$ cat src/rtl/div_arb_pkg.sv
// Shared types and constants for the divider arbiter: FSM states, index width
// and the all-ones quotient used for bypass and watchdog completions.
package div_arb_pkg;

  typedef enum logic [1:0] {
    IDLE  = 2'd0,
    ISSUE = 2'd1,
    WAIT  = 2'd2,
    DONE  = 2'd3
  } arb_state_e;

  localparam int unsigned MAX_REQ   = 8;
  localparam int unsigned IDX_W     = $clog2(MAX_REQ);
  localparam int unsigned MAX_WIDTH = 32;

  // Mask of w low ones; w == MAX_WIDTH shifts everything out and yields all ones.
  function automatic logic [MAX_WIDTH-1:0] all_ones(input int unsigned w);
    return ~({MAX_WIDTH{1'b1}} << w);
  endfunction

endpackage

$ cat src/rtl/div_arbiter_rr_picker.sv
// Combinational round-robin select: first valid requester after last_i,
// wrapping around, so last_i itself has the lowest priority.
module rr_picker
  import div_arb_pkg::*;
#(
  parameter int unsigned NUM_REQ = 4
) (
  input  logic [NUM_REQ-1:0] req_i,
  input  logic [IDX_W-1:0]   last_i,
  output logic               any_o,
  output logic [IDX_W-1:0]   grant_o
);

  always_comb begin
    int unsigned best_d;
    int unsigned d;
    any_o   = |req_i;
    grant_o = '0;
    best_d  = NUM_REQ;
    d       = 0;
    for (int unsigned i = 0; i < NUM_REQ; i++) begin
      // Distance from the slot after last_i, modulo the ring size.
      d = (i + NUM_REQ - 32'(last_i) - 1) % NUM_REQ;
      if (req_i[i] && (d < best_d)) begin
        best_d  = d;
        grant_o = IDX_W'(i);
      end
    end
  end

endmodule

$ cat src/rtl/div_arbiter.sv
// Round-robin sequencer sharing one iterative divider among NUM_REQ requesters,
// with divide-by-zero bypass and a watchdog on the divider response.
module div_arbiter
  import div_arb_pkg::*;
#(
  parameter int unsigned NUM_REQ = 4,
  parameter int unsigned WIDTH   = 9,
  parameter int unsigned TIMEOUT = 64
) (
  input  logic                     clk_in,
  input  logic                     rst_in,
  input  logic [NUM_REQ-1:0]       req_valid_in,
  input  logic [NUM_REQ*WIDTH-1:0] req_dividend_in,
  input  logic [NUM_REQ*WIDTH-1:0] req_divisor_in,
  output logic [NUM_REQ-1:0]       req_ready_out,
  output logic [NUM_REQ-1:0]       res_valid_out,
  output logic [WIDTH-1:0]         res_quotient_out,
  output logic [WIDTH-1:0]         res_remainder_out,
  output logic                     res_error_out,
  output logic [WIDTH-1:0]         div_dividend_out,
  output logic [WIDTH-1:0]         div_divisor_out,
  output logic                     div_valid_out,
  input  logic [WIDTH-1:0]         div_quotient_in,
  input  logic [WIDTH-1:0]         div_remainder_in,
  input  logic                     div_valid_in,
  input  logic                     div_error_in,
  input  logic                     div_busy_in,
  output logic                     busy_out,
  output logic                     timeout_out
);

  localparam int unsigned CNT_W = (TIMEOUT > 2) ? $clog2(TIMEOUT) : 1;
  localparam logic [MAX_WIDTH-1:0] ONES_FULL = all_ones(WIDTH);
  localparam logic [WIDTH-1:0]     Q_ONES    = ONES_FULL[WIDTH-1:0];

  arb_state_e       state_q, state_d;
  logic [IDX_W-1:0] grant_q, grant_d;
  logic [IDX_W-1:0] last_q, last_d;
  logic [WIDTH-1:0] dvd_q, dvd_d;
  logic [WIDTH-1:0] dvs_q, dvs_d;
  logic [WIDTH-1:0] quo_q, quo_d;
  logic [WIDTH-1:0] rem_q, rem_d;
  logic             err_q, err_d;
  logic             tmo_q, tmo_d;
  logic [CNT_W-1:0] cnt_q, cnt_d;

  logic             pick_any;
  logic [IDX_W-1:0] pick_idx;
  logic             accept;
  logic [WIDTH-1:0] sel_dvd, sel_dvs;

  rr_picker #(
    .NUM_REQ (NUM_REQ)
  ) u_picker (
    .req_i   (req_valid_in),
    .last_i  (last_q),
    .any_o   (pick_any),
    .grant_o (pick_idx)
  );

  assign accept = (state_q == IDLE) && pick_any && !div_busy_in;

  always_comb begin
    sel_dvd = '0;
    sel_dvs = '0;
    for (int unsigned i = 0; i < NUM_REQ; i++) begin
      if (IDX_W'(i) == pick_idx) begin
        sel_dvd = req_dividend_in[i*WIDTH +: WIDTH];
        sel_dvs = req_divisor_in[i*WIDTH +: WIDTH];
      end
    end
  end

  always_ff @(posedge clk_in or negedge rst_in) begin
    if (!rst_in) begin
      state_q <= IDLE;
      grant_q <= '0;
      last_q  <= IDX_W'(NUM_REQ - 1);
      dvd_q   <= '0;
      dvs_q   <= '0;
      quo_q   <= '0;
      rem_q   <= '0;
      err_q   <= 1'b0;
      tmo_q   <= 1'b0;
      cnt_q   <= '0;
    end else begin
      state_q <= state_d;
      grant_q <= grant_d;
      last_q  <= last_d;
      dvd_q   <= dvd_d;
      dvs_q   <= dvs_d;
      quo_q   <= quo_d;
      rem_q   <= rem_d;
      err_q   <= err_d;
      tmo_q   <= tmo_d;
      cnt_q   <= cnt_d;
    end
  end

  always_comb begin
    state_d = state_q;
    grant_d = grant_q;
    last_d  = last_q;
    dvd_d   = dvd_q;
    dvs_d   = dvs_q;
    quo_d   = quo_q;
    rem_d   = rem_q;
    err_d   = err_q;
    tmo_d   = 1'b0;
    cnt_d   = cnt_q;
    unique case (state_q)
      IDLE: begin
        if (accept) begin
          grant_d = pick_idx;
          dvd_d   = sel_dvd;
          dvs_d   = sel_dvs;
          state_d = ISSUE;
        end
      end
      ISSUE: begin
        if (dvs_q == '0) begin
          quo_d   = Q_ONES;
          rem_d   = dvd_q;
          err_d   = 1'b1;
          state_d = DONE;
        end else begin
          cnt_d   = '0;
          state_d = WAIT;
        end
      end
      WAIT: begin
        cnt_d = cnt_q + 1'b1;
        // A result arriving on the expiry cycle takes precedence over the watchdog.
        if (div_valid_in) begin
          quo_d   = div_quotient_in;
          rem_d   = div_remainder_in;
          err_d   = div_error_in;
          state_d = DONE;
        end else if (cnt_q == CNT_W'(TIMEOUT - 1)) begin
          quo_d   = Q_ONES;
          rem_d   = '0;
          err_d   = 1'b1;
          tmo_d   = 1'b1;
          state_d = DONE;
        end
      end
      DONE: begin
        last_d  = grant_q;
        state_d = IDLE;
      end
      default: state_d = IDLE;
    endcase
  end

  always_comb begin
    req_ready_out = '0;
    res_valid_out = '0;
    for (int unsigned i = 0; i < NUM_REQ; i++) begin
      if (accept && (IDX_W'(i) == pick_idx)) req_ready_out[i] = 1'b1;
      if ((state_q == DONE) && (IDX_W'(i) == grant_q)) res_valid_out[i] = 1'b1;
    end
    div_valid_out = (state_q == ISSUE) && (dvs_q != '0);
    busy_out      = (state_q != IDLE);
  end

  assign res_quotient_out  = quo_q;
  assign res_remainder_out = rem_q;
  assign res_error_out     = err_q;
  assign div_dividend_out  = dvd_q;
  assign div_divisor_out   = dvs_q;
  assign timeout_out       = tmo_q;

endmodule

$ cat config.mk
export PLATFORM = sky130hd
export DESIGN_NAME = div_arbiter
export DESIGN_NICKNAME = d
export VERILOG_FILES = /design/src/rtl/div_arb_pkg.sv /design/src/rtl/div_arbiter_rr_picker.sv /design/src/rtl/div_arbiter.sv
export SDC_FILE = /design/constraint.sdc
export NUM_CORES = 1
export LEC_CHECK = 0
export BUFFER_PORTS_ARGS = -buffer_cell sky130_fd_sc_hd__buf_2
export CORE_AREA = 2 2 90 92
export DETAILED_ROUTE_END_ITERATION = 10
export DIE_AREA = 0 0 92 94
export PLACE_DENSITY = 0.73
export SLEW_MARGIN = 10
export SYNTH_ARGS = -nofsm -noshare
export SYNTH_HDL_FRONTEND = slang
export SYNTH_SLANG_ARGS = --single-unit
$ cat constraint.sdc
create_clock -name clk_in -period 3.9 [get_ports clk_in]
set_clock_uncertainty 0.05 [all_clocks]
set_input_delay 0.195 -clock clk_in [delete_from_list [all_inputs] [get_ports clk_in]]
set_output_delay 0.195 -clock clk_in [all_outputs]
set_load 0.02 [all_outputs]
==> After elaboration in Yosys (flattened, before gate mapping) <==
Index checks and enable logic that the tools add are counted.
{ "op_classes": {"n_addsub": 9, "magnitude_cmp": 4, "n_eq_ne": 14, "mux": 44, "n_reduce_logical": 28} }
{ "op_table": {"columns": ["cell", "n"], "rows": [
  ["$mux 9", 14],
  ["$pmux 9 s2", 2],
  ["$mux 1", 16],
  ["$logic_and 1x1->1", 15],
  ["$pmux 6 s2", 1],
  ["$mux 2", 5],
  ["$logic_not 9->1", 1],
  ["$lt 2x3->1", 3],
  ["$mux 3", 3],
  ["$reduce_bool 9->1", 1],
  ["$eq 2x2->1 const A", 4],
  ["$pmux 2 s4", 1],
  ["$sub 2x1->2 const B", 4],
  ["$add 6x1->6 const B", 1],
  ["$eq 6x6->1 const B", 1],
  ["$logic_not 3->1", 2],
  ["$mux 6", 1],
  ["$ne 2x2->1 const B", 3],
  ["$reduce_and 2->1", 3],
  ["$eq 1x2->1 const A", 2],
  ["$eq 2x2->1 const B", 2],
  ["$reduce_bool 2->1", 2],
  ["$reduce_or 4->1", 1],
  ["$sub 1x2->2 const A", 2],
  ["8 further kinds", 9]
]} }
{ "totals": {"reg_bits": 50, "in_bits": 99, "word_cells": 109} }

==> Logic depth before layout (Yosys ltp) <==
{ "logic_depth": {"depth_word": 19, "ltp_mapped": 17, "mapped_depth_nobuf": 13} }

==> Hierarchy <==
Synthesis repeated with hierarchy kept, for this count alone.
{ "unflattened": {"hier_cells": 247, "hier_area_um2": 3047.9} }
{ "modules_own_cells": {"columns": ["module", "n_inst", "cells_each", "area_each_um2", "seq_area_each_um2"], "rows": [
  ["div_arbiter", 1, 218, 2820.2, 1303.8],
  ["rr_picker", 1, 29, 227.7, 0.0]
]} }

==> Worst setup path before layout <==
Ideal clock, no wire load.
{ "synth_timing": {"path_type": "register to output", "startpoint": "register last_q[1]", "endpoint": "output port req_ready_out[0]", "arrival_ps": 3607, "path_slack_ps": 48, "path_stages_with_launch": 16, "path_buffers": 4, "path_cell_list": "dfstp_2 > buf_2 > nand2_1 > o32a_1 > ha_1 > o22ai_1 > o21ai_1 > clkbuf_1 > o21ai_0 > ha_1 > nor2_1 > o21a_1 > or3_1 > buf_4 > buf_6 > nor2_1"} }
{ "synth_between": {"elab_chain_cells": 17, "elab_cells_between_ends": 25} }
{ "synth_rtl": {"columns": ["item", "line", "text"], "rows": [
  ["start, declared", "div_arbiter.sv:38", "logic [IDX_W-1:0] last_q, last_d;"],
  ["start signal, assigned", "div_arbiter.sv:78", "last_q <= IDX_W'(NUM_REQ - 1);"],
  ["start signal, assigned", "div_arbiter.sv:89", "last_q <= last_d;"],
  ["$sub 1x2->2", "div_arbiter_rr_picker.sv:23", "d = (i + NUM_REQ - 32'(last_i) - 1) % NUM_REQ;"],
  ["$sub 2x1->2", "div_arbiter_rr_picker.sv:23", null],
  ["$lt 2x3->1", "div_arbiter_rr_picker.sv:24", "if (req_i[i] && (d < best_d)) begin"],
  ["$logic_and 1x1->1", "div_arbiter_rr_picker.sv:24", null],
  ["$mux 3", "div_arbiter_rr_picker.sv:24", null],
  ["$lt 2x3->1", "div_arbiter_rr_picker.sv:24", null],
  ["$logic_and 1x1->1", "div_arbiter_rr_picker.sv:24", null],
  ["$mux 3", "div_arbiter_rr_picker.sv:24", null],
  ["$lt 2x3->1", "div_arbiter_rr_picker.sv:24", null],
  ["$logic_and 1x1->1", "div_arbiter_rr_picker.sv:24", null],
  ["$mux 3", "div_arbiter_rr_picker.sv:24", null],
  ["$lt 2x3->1", "div_arbiter_rr_picker.sv:24", null],
  ["$logic_and 1x1->1", "div_arbiter_rr_picker.sv:24", null],
  ["$mux 2 *", "div_arbiter_rr_picker.sv:24", null],
  ["$logic_not 3->1 *", "div_arbiter.sv:159", "if (accept && (IDX_W'(i) == pick_idx)) req_ready_out[i] = 1'b1;"],
  ["$logic_and 1x1->1 *", "div_arbiter.sv:159", null],
  ["$mux 1 *", "div_arbiter.sv:159", null],
  ["end, declared", "div_arbiter.sv:15", "output logic [NUM_REQ-1:0] req_ready_out,"]
]} }
Every way passes the cells marked *; elsewhere a longest branch is shown, timed or not.

==> Worst setup path in the final report <==
{ "layout_timing": {"startpoint": "register last_q[0]", "endpoint": "output port req_ready_out[0]"} }
Same word-level chain as after synthesis.

==> flow_summary.yaml <==
run_status:
  outcome: "finished, final reports clean"
clock_network:
  cts-htree-levels: 2
  clockBufferDepth: 2
  numCtsBuffers: 5
  clk_latency_ps: 300
  root_buffer: "clkbuf_8"
  cts.sinks: 50
  clkTransAtPathRegs_ps: 90
  tritoncts: "yes"
place:
  place_area_sq_mm: 0.00398
  io_buffers: 146
  gp_congestion: 0.872
  place_hpwl_um: 7430
detailed_routing:
  drt_wl_total_um: 9580
  drt_iter0_drc: 127
  vias_per_cell: 5.40
  dr.pass1.iters: 7
  wl_per_cell_um: 15.8
  drc: 0
  num_vias: 3274
  postRouteAntennaNets: 0
logic_synthesis:
  syn_inst: 369
  yosysUniqueCellTypes: 53
  synthXorXnorAreaFrac_pct: 1.08
  synth_compound_area_share_pct: 27.6
  avgSynthCellArea_sq_um: 8.79
  synth_top_area_cell: "dfrtp_1"
  synth_area_leaders: "dfrtp_1 37%, nand2_1 5.2%, o21ai_1 4.9%"
  synth_mux_area_share_pct: 1.00
  yosys_warnings: 0
  synth.net_count: 476
  synth_edf_count: 0
  synth-simple-area-share_pct: 22.6
  ys_seq_area_share_pct: 38.7
  synth_async_sr_flop_share_pct: 100
  synthAdderAreaFrac_pct: 3.09
  synth_area_sq_mm: 0.00324
  synth_seq_cells: 50
  synth_top_area_share_pct: 37.0
  synth_top_family_by_area: "compound AO/OA/AOI/OAI gates"
  synth_flop_cell: "dfrtp_1"
floorplanning:
  initial_core_util_pct: 42.6
  die-area_sq_mm: 0.00865
  ios: 147
  die_w_um: 92
  core_area_sq_mm: 0.00761
  num_rows: 32
  fp.dieH_um: 94
global_routing:
  grt_max_degree: 51
  grt_usage_pct: 22.3
  antenna_found_initial: 0
  overflow: 0
  grt_first_pass_wirelength_um: 15500
  grt_pass1_vias: 3136
critical_path:
  endpoint_kind: "output port"
  cp-start-kind: "register"
  worstSetupPathType: "reg -> out"
  path_max_fanout: 9
  cp_data_arrival_time_ps: 3370
  crit_required_ps: 3650
sta:
  tns_ps: 0
  finalSetupViolations: 0
  rsz0062_at_grt: "false"
  tightest_slew_ps: 1080
  timing.fmax_mhz: 277
  post-route-min-period_ps: 3620
  finalHoldViolCount: 0
  period_share_pct: 92.7
  slew_violations: 0
  hold_ws_ps: 43.9
  slew_headroom_pct: 27.5
power:
  pwr-share-clk_pct: 11.0
  p_per_area_mw_per_mm2: 797
  power_frac_seq_pct: 29.1
  ir_drop_uv: 361
  swShare_pct: 49.1
  intPower_mw: 1.67
  comb_power_share_pct: 59.9
  power_switching_mw: 1.61
  leakagePower_nw: 2.03
worst_hold_path:
  hp-class: "in -> async"
cells_and_area:
  syn2layout_area_growth_pct: 27.0
  fin_util_pct: 54.1
  antenna_cells: 0
  drive_above_1_share_pct: 36.5
  final_area_sq_mm: 0.00412
  nets: 610
run:
  maxCapViolations: 0
## logic make-up after synthesis
| kind of cell | count (synthesis) |
|---|---|
| XOR/XNOR | 4 |
| buffers and inverters | 35 |
| AND/OR/NAND/NOR | 137 |
| adder cells (fa/ha/maj) | 8 |
| multiplexers | 3 |
| flip-flops | 50 |
| AO/OA/AOI/OAI | 132 |
## stage by stage
step	total power, mW	std cells	setup slack [ps]
after floorplan	2.37	369	47.8
after global placement	2.84	595	306
after detailed placement	2.90	595	207
after CTS	3.27	603	27.5
after global routing	3.57	606	52.2
final	3.28	606	284
## repair_timing
item	4_1_cts	5_1_grt
setup endpoints to repair	2	3
gates resized for setup	1	2
buffers inserted	0	3
hold buffers	0	0
## final cells by class
cell class / count / area [sq um]
clock buffer: 7 / 76.3
clock inverter: 1 / 30.0
fill: 731 / 3490
inverter: 7 / 26.3
multi-input combinational: 284 / 1800
sequential: 50 / 1250
tap: 102 / 128
timing repair buffer: 155 / 802
## Yosys cell counts (2+ instances only)
cell type,count
dfrtp_1,48
nand2_1,45
o21ai_1,32
nor2_1,31
o211ai_1,16
o21ai_0,14
o22ai_1,13
a21o_1,12
nor4b_1,12
a21oi_1,11
buf_2,11
nor2b_1,11
a31oi_1,8
and3_1,8
clkbuf_1,8
ha_1,8
nand3_1,8
o211ai_2,8
inv_1,7
buf_6,6
a211oi_1,5
nor3_1,4
o21a_1,4
nand4_1,3
xor2_1,3
a41oi_1,2
buf_1,2
dfstp_2,2
mux2_2,2
nor3b_1,2
## flip-flops by register name, summed over array words and instances (netlist names)
name               cells
res_remainder_out      9
div_dividend_out       9
res_error_out          1
state_q                2
div_divisor_out        9
cnt_q                  6
res_quotient_out       9
last_q                 2
grant_q                2
timeout_out            1
## layer usage
metal,vias to the layer above,global-route usage (%),part of all wire (%)
met5,-,0,0
met2,141,37.2,47
met4,0,4.48,0.57
li1,1616,-,-
met1,1512,30.9,46
met3,5,3.29,6.4
## power by group through the flow
stage / clock network, mW / registers, mW / logic (mW)
floorplan: 0 / 1.13 / 1.25
global placement: 0 / 0.965 / 1.87
detailed placement: 0 / 0.979 / 1.92
CTS: 0.364 / 0.967 / 1.94
global route: 0.383 / 0.989 / 2.19
finish: 0.360 / 0.956 / 1.97
## cell usage in the layout (no fill, tap or decap), types with 3 or more instances in the layout
master,Yosys,routed
o22ai_1,13,13
inv_1,7,7
nand4_1,3,3
a211oi_1,5,5
nor4b_1,12,12
o21ai_0,14,14
a21oi_1,11,11
o21ai_1,32,32
nand2_1,45,45
nor2b_1,11,11
a31oi_1,8,8
buf_2,11,146
nor2_1,31,31
nand3_1,8,8
xor2_1,3,3
o211ai_1,16,16
o211ai_2,8,8
ha_1,8,8
dfrtp_1,48,48
buf_4,1,8
nor3_1,4,4
o21a_1,4,4
and3_1,8,8
a21o_1,12,12
clkbuf_8,0,5
## worst paths after layout
kind	cells past startpoint	startpoint	slack [ps]	end
worst max-delay path	13	last_q[0]$_DFFE_PN1P_	280	req_ready_out[0]
worst min-delay path	1	rst_in	40	res_error_out$_DFFE_PN0P_
worst max register to register	13	last_q[0]$_DFFE_PN1P_	570	div_dividend_out[2]$_DFFE_PN0P_
worst min register to register	2	res_remainder_out[1]$_DFFE_PN0P_	440	res_remainder_out[1]$_DFFE_PN0P_
max in group asynchronous	1	rst_in	3100	timeout_out$_DFF_PN0_
min in group clk_in	3	div_quotient_in[1]	100	res_quotient_out[1]$_DFFE_PN0P_
## critical path, stage by stage (launching register included)
cell	delay (ps)
dfstp_2	650
mux2i_1	110
o32a_1	210
ha_1	230
nor3b_1	250
o21ai_1	140
nand2_1	80
o21ai_0	80
ha_1	200
or3b_4	440
a31oi_4	250
or3_4	220
nor2_1	60
buf_2	150
Note: power is estimated with default switching activity, not from simulation.
